--- src/rtl/vga_mem_arb.sv ---
// Round-robin arbiter for the core-side port of the VGA frame buffer, with a
// highest-priority clear/fill engine that writes one constant word to every location.

module vga_mem_arb_lane #(
   parameter int MEM_WORDS = 9600,
   parameter int ADDR_W    = 14
) (
   input  logic              clk,
   input  logic              rst,
   input  logic [ADDR_W-1:0] addr,
   input  logic              gnt,
   input  logic              wr_en,
   output logic              in_range,
   output logic              rsp_vld,
   output logic              rsp_err
);
   // One extra bit so MEM_WORDS == 2**ADDR_W still compares correctly.
   localparam logic [ADDR_W:0] LIMIT = MEM_WORDS[ADDR_W:0];

   assign in_range = {1'b0, addr} < LIMIT;

   always_ff @(posedge clk or posedge rst) begin
      if (rst) begin
         rsp_vld <= 1'b0;
         rsp_err <= 1'b0;
      end else begin
         rsp_vld <= gnt & ~wr_en;
         rsp_err <= gnt & ~wr_en & ~in_range;
      end
   end
endmodule

module vga_mem_arb #(
   parameter int NUM_REQ   = 4,
   parameter int MEM_WORDS = 9600,
   parameter int ADDR_W    = 14
) (
   input  logic                           QClk,
   input  logic                           Reset,
   input  logic [NUM_REQ-1:0]             ReqValid,
   input  logic [NUM_REQ-1:0]             ReqWrEn,
   input  logic [NUM_REQ-1:0][ADDR_W-1:0] ReqAddr,
   input  logic [NUM_REQ-1:0][31:0]       ReqData,
   input  logic [NUM_REQ-1:0][3:0]        ReqByteEn,
   output logic [NUM_REQ-1:0]             ReqReady,
   output logic [NUM_REQ-1:0]             RspValid,
   output logic [31:0]                    RspData,
   output logic                           AddrErr,
   input  logic                           ClearStart,
   input  logic [31:0]                    ClearData,
   output logic                           ClearBusy,
   output logic                           ClearDone,
   output logic                           MemWrEn,
   output logic                           MemRdEn,
   output logic [ADDR_W-1:0]              MemAddr,
   output logic [31:0]                    MemWrData,
   output logic [3:0]                     MemByteEn,
   input  logic [31:0]                    MemRdData
);
   localparam int IDX_W = (NUM_REQ > 1) ? $clog2(NUM_REQ) : 1;
   localparam logic [ADDR_W-1:0] FILL_LAST = ADDR_W'(MEM_WORDS - 1);

   typedef enum logic {IDLE, CLEAR} state_t;

   typedef struct packed {
      logic              wr;
      logic [ADDR_W-1:0] addr;
      logic [31:0]       data;
      logic [3:0]        be;
   } req_t;

   state_t             state, state_nxt;
   logic [ADDR_W-1:0]  fill_cnt, fill_cnt_nxt;
   logic [31:0]        fill_word, fill_word_nxt;
   logic [IDX_W-1:0]   last_gnt, last_gnt_nxt;
   logic               done_nxt;
   logic               rr_hit;
   logic [IDX_W-1:0]   rr_idx;
   int                 rr_j;
   req_t               sel;
   logic [NUM_REQ-1:0] in_range;
   logic [NUM_REQ-1:0] rsp_err;

   // Rotating priority search starting just after the last winner.
   always_comb begin
      rr_hit = 1'b0;
      rr_idx = '0;
      rr_j   = 0;
      for (int k = 1; k <= NUM_REQ; k++) begin
         rr_j = (int'(last_gnt) + k) % NUM_REQ;
         if (!rr_hit && ReqValid[rr_j[IDX_W-1:0]]) begin
            rr_hit = 1'b1;
            rr_idx = rr_j[IDX_W-1:0];
         end
      end
   end

   assign sel = '{wr:   ReqWrEn[rr_idx],
                  addr: ReqAddr[rr_idx],
                  data: ReqData[rr_idx],
                  be:   ReqByteEn[rr_idx]};

   for (genvar i = 0; i < NUM_REQ; i++) begin : g_lane
      vga_mem_arb_lane #(.MEM_WORDS(MEM_WORDS), .ADDR_W(ADDR_W)) u_lane (
         .clk      (QClk),
         .rst      (Reset),
         .addr     (ReqAddr[i]),
         .gnt      (ReqReady[i]),
         .wr_en    (ReqWrEn[i]),
         .in_range (in_range[i]),
         .rsp_vld  (RspValid[i]),
         .rsp_err  (rsp_err[i])
      );
   end

   // Out-of-range reads still answer, but with a zero word.
   assign RspData   = (|RspValid && !(|rsp_err)) ? MemRdData : 32'h0;
   assign ClearBusy = (state == CLEAR);

   always_comb begin
      state_nxt     = state;
      fill_cnt_nxt  = fill_cnt;
      fill_word_nxt = fill_word;
      last_gnt_nxt  = last_gnt;
      done_nxt      = 1'b0;
      ReqReady      = '0;
      AddrErr       = 1'b0;
      MemWrEn       = 1'b0;
      MemRdEn       = 1'b0;
      MemAddr       = '0;
      MemWrData     = '0;
      MemByteEn     = '0;
      // Combinational outputs are held low while reset is asserted.
      if (!Reset) begin
         case (state)
            IDLE: begin
               if (ClearStart) begin
                  state_nxt     = CLEAR;
                  fill_cnt_nxt  = '0;
                  fill_word_nxt = ClearData;
               end else if (rr_hit) begin
                  ReqReady[rr_idx] = 1'b1;
                  last_gnt_nxt     = rr_idx;
                  if (in_range[rr_idx]) begin
                     MemWrEn = sel.wr;
                     MemRdEn = ~sel.wr;
                     MemAddr = sel.addr;
                     if (sel.wr) begin
                        MemWrData = sel.data;
                        MemByteEn = sel.be;
                     end
                  end else begin
                     AddrErr = 1'b1;
                  end
               end
            end
            CLEAR: begin
               MemWrEn   = 1'b1;
               MemAddr   = fill_cnt;
               MemWrData = fill_word;
               MemByteEn = 4'hF;
               if (fill_cnt == FILL_LAST) begin
                  state_nxt    = IDLE;
                  fill_cnt_nxt = '0;
                  done_nxt     = 1'b1;
               end else begin
                  fill_cnt_nxt = fill_cnt + 1'b1;
               end
            end
            default: state_nxt = IDLE;
         endcase
      end
   end

   always_ff @(posedge QClk or posedge Reset) begin
      if (Reset) begin
         state     <= IDLE;
         fill_cnt  <= '0;
         fill_word <= '0;
         last_gnt  <= IDX_W'(NUM_REQ - 1);
         ClearDone <= 1'b0;
      end else begin
         state     <= state_nxt;
         fill_cnt  <= fill_cnt_nxt;
         fill_word <= fill_word_nxt;
         last_gnt  <= last_gnt_nxt;
         ClearDone <= done_nxt;
      end
   end
endmodule

--- config.mk ---
export PLATFORM = sky130hd
export DESIGN_NAME = vga_mem_arb
export DESIGN_NICKNAME = d
export VERILOG_FILES = /design/src/rtl/vga_mem_arb.sv
export SDC_FILE = /design/constraint.sdc
export NUM_CORES = 1
export LEC_CHECK = 0
export CAP_MARGIN = 20
export CORE_AREA = 2 2 142 144
export DETAILED_ROUTE_END_ITERATION = 7
export DIE_AREA = 0 0 144 146
export DONT_BUFFER_PORTS = 1
export PLACE_DENSITY_LB_ADDON = 0.1
export RECOVER_POWER = 50
export SYNTH_ARGS = -nofsm -noshare
export SYNTH_HDL_FRONTEND = slang
export SYNTH_SLANG_ARGS = --single-unit
--- constraint.sdc ---
create_clock -name QClk -period 2.72 [get_ports QClk]
set_input_delay 0.544 -clock QClk [delete_from_list [all_inputs] [get_ports QClk]]
set_output_delay 0.544 -clock QClk [all_outputs]
set_load 0.05 [all_outputs]
==> flow_summary.yaml <==
worst_hold_path:
  hp-class: "input port to asynchronous set/reset pin"
synthesis:
  postSynthNetCount: 828
  synthFlopType: "dfrtp_1"
  synth_edf_count: 0
  netlist_instances: 552
  synth_mux_area_frac: 0.163
  seq_area_frac_synth: 0.291
  ys_async_sr_fraction: 1.00
  ys_ff_latch: 58
  synth-simple-area-share: 0.236
  synth_adder_area_share: 0.00250
  ys_warn_count: 0
  synth-xor-area-share: 0.0140
  synth_compound_area_frac: 0.231
  yosysUniqueCellTypes: 58
  synth_top_family_by_area: "simple AND/OR/NAND/NOR gates"
  syn_area_mm2: 0.00500
  syn_area_per_cell_um2: 9.06
global_routing:
  grtUsageTotal: 0.192
  grt_max_degree: 71
  grt_pass1_wl_um: 30600
  grt_antenna_before_repair: 1
  grt_pass1_vias: 5263
  grt-ovfl-total: 0
power_and_ir_drop:
  power_w: 0.00742
  ir_drop_mv: 0.533
  p_per_area_mw_per_mm2: 893
  leakagePower_nw: 3.25
job:
  cap_violations: 0
critical_path:
  cpPeakStageDelay_ns: 0.58
  slowest_stage: "dfstp_2"
  crit_top_cell: "buf_12"
  arrival_ns: 2.69
  path_cells: "nand2b_4 -> o21ai_2 -> a211oi_4 -> buf_12 -> mux2i_4 -> nand3_4 -> buf_12 -> buf_8 -> o31ai_4 -> buf_12"
  crit_family: "buffers and inverters"
  critPathCaptureType: "primary output"
  worstSetupStartpointType: "flop"
  crit_buf_inv: 4
  critPathMaxFanout: 7
  required_ns: 2.18
  critical_path_depth: 10
  worstSetupPathType: "flop to primary output"
  rr_worst_depth: 13
cts:
  cts_tree: "built"
  clkTransAtPathRegs_ns: 0.06
  clock-sinks: 58
  hold_buffers: 0
  insertion_delay_ns: 0.33
  root_buffer: "clkbuf_16"
  cts_buffers: 9
  ctsHtreeMaxLevel: 3
  clockBufferDepth: 2
sta:
  finalWorstSetupSlack_ns: -0.509
  finalCriticalPeriod_ns: 3.23
  maxSlewViolCount: 0
  clock.fmax_ghz: 0.310
  worst_pin_slew_ns: 1.24
  rsz0062_at_grt: "yes"
  setup-violations-final: 55
  finalHoldViolCount: 0
  slew_headroom: 0.170
  clock_skew_ns: 0.00583
  layout_worst_path_cycle_share: 1.19
finish:
  fin_cells: 940
  nets: 945
  seqCellArea_mm2: 0.00145
  fin_util: 0.430
  syn2layout_area_growth_pct: 66.2
  multiInputGateArea_mm2: 0.00396
  drive_above_1_share: 0.475
  n_fill_cell: 1841
routing:
  viasPerCell: 5.29
  drt_iter0_markers: 193
  via_count: 4976
  wire_per_inst_um: 23.0
  antenna_left: 0
  first_pass_iters: 4
  drc: 0
  wl_um: 21600
floorplanning:
  core_mm2: 0.0193
  start_util: 0.259
  dieArea_mm2: 0.0210
  io_pins: 370
  die_h_um: 146
  die_w_um: 144
  rows: 51
outcome:
  status: "finished with violations"
  violations: "negative setup slack"
place:
  portBuffers: 0
  dp.cells: 900
  place.gp.congestion: 0.822
  hpwlAfterDp_um: 16700
## path summary, 6_finish.rpt
check | start | endpoint | slack (ns)
min in group QClk | ReqWrEn[0] | g_lane[0].u_lane.rsp_vld$_DFF_PP0_ | 0.27
min | Reset | ClearBusy$_DFFE_PP0N_ | 0.23
max in group asynchronous | Reset | g_lane[3].u_lane.rsp_err$_DFF_PP0_ | 0.91
max reg2reg | last_gnt[0]$_DFFE_PP1P_ | g_lane[2].u_lane.rsp_err$_DFF_PP0_ | 0.39
max | last_gnt[0]$_DFFE_PP1P_ | MemWrData[0] | -0.51
min reg2reg | fill_word[30]$_DFFE_PP0P_ | fill_word[30]$_DFFE_PP0P_ | 0.50
## layout make-up
| class | count | area share |
|---|---|---|
| Tap cell | 265 | 0.0399 |
| Clock buffer | 10 | 0.0288 |
| Multi-Input combinational cell | 431 | 0.477 |
| Timing Repair Buffer | 160 | 0.264 |
| Antenna cell | 1 | 0.000301 |
| Inverter | 9 | 0.00422 |
| Clock inverter | 6 | 0.0108 |
| Sequential cell | 58 | 0.175 |
## per-stage QoR
stage / setup slack, ns / hold slack (ns) / setup TNS (ns) / area [um2]
after floorplan: -0.221 / 0.481 / -7.60 / 5640
after global placement: -0.245 / 0.463 / -7.99 / 7310
after detailed placement: -0.244 / 0.465 / -9.06 / 7310
after CTS: -0.520 / 0.0988 / -24.15 / 8060
after global routing: -0.612 / 0.252 / -30.09 / 8310
final: -0.509 / 0.226 / -24.68 / 8310
## repair_timing
item / CTS / global route
cloned: 2 / 4
pin swaps: 5 / 2
buffers inserted: 7 / 10
endpoints found under the setup margin: 55 / 55
resized for setup: 74 / 21
## Yosys cell counts, types with 15 or more instances
master	n	area, um2
a211oi_1	60	450
nand2_1	45	169
buf_2	15	75.1
nor2b_1	64	400
dfrtp_1	56	1400
and2_1	38	238
o31ai_1	34	255
o21ai_0	17	85.1
mux2_2	33	372
a22o_1	15	131
nor2_1	27	101
clkbuf_1	25	93.8
## flip-flops by register name (all words and copies together), names as in the netlist
signal and flops:
g_lane.u_lane.rsp_vld 4, ClearBusy 1, g_lane.u_lane.rsp_err 4, fill_cnt 14, fill_word 32, ClearDone 1
last_gnt 2
## per-layer routing
layer  routed length (um)  track usage
met1                 7770        0.197
met2                11500        0.360
met3                 1780       0.0556
met4                  536       0.0794
met5                   17            0
## report_power, final
part | internal (W) | switching [W]
Sequential | 0.00117 | 0.000216
Combinational | 0.00218 | 0.00260
Clock | 0.000828 | 0.000436
Total | 0.00417 | 0.00325
## worst register-to-register path, stage by stage (launching register included)
cell and delay [ns]:
dfstp_2 0.58, nand2b_4 0.15, o21ai_2 0.07, a211oi_4 0.26, buf_12 0.18, buf_4 0.12, buf_8 0.11, buf_12 0.12
buf_12 0.13, buf_6 0.11, buf_8 0.10, nand3_4 0.06, buf_4 0.14, nor3_1 0.12
## kinds of logic after synthesis
logic type	Yosys count
and+or+nand+nor	213
AOI/OAI and AO/OA	153
buffers and inverters	63
DFF	58
muxes	56
xor gates and xnor gates	8
adders and majority gates	1
## layout by cell type (no fill, tap or decap), types with 3 or more instances in the layout
master,Yosys,layout
xor2_1,7,7
nand2b_1,3,3
clkbuf_16,0,12
a22o_2,0,5
a211oi_1,60,36
buf_4,11,53
o21ai_0,17,15
inv_1,9,7
and2_4,1,5
mux2i_1,7,5
clkbuf_1,25,5
nor2b_1,64,63
nand4_1,5,5
and3_1,5,4
o31ai_4,0,30
a22o_4,0,10
buf_6,3,33
nor2_4,0,3
mux4_2,13,15
buf_16,0,5
buf_12,0,52
nor2_1,27,23
nand3_1,7,6
and2_1,38,34
a21oi_1,6,6
nand2_1,45,44
dfrtp_1,56,56
o31ai_1,34,4
nor3_1,5,5
buf_8,0,8
a221oi_1,3,3
a211oi_2,1,24
mux2_2,33,33
Note: power is estimated with default switching activity, not from simulation.
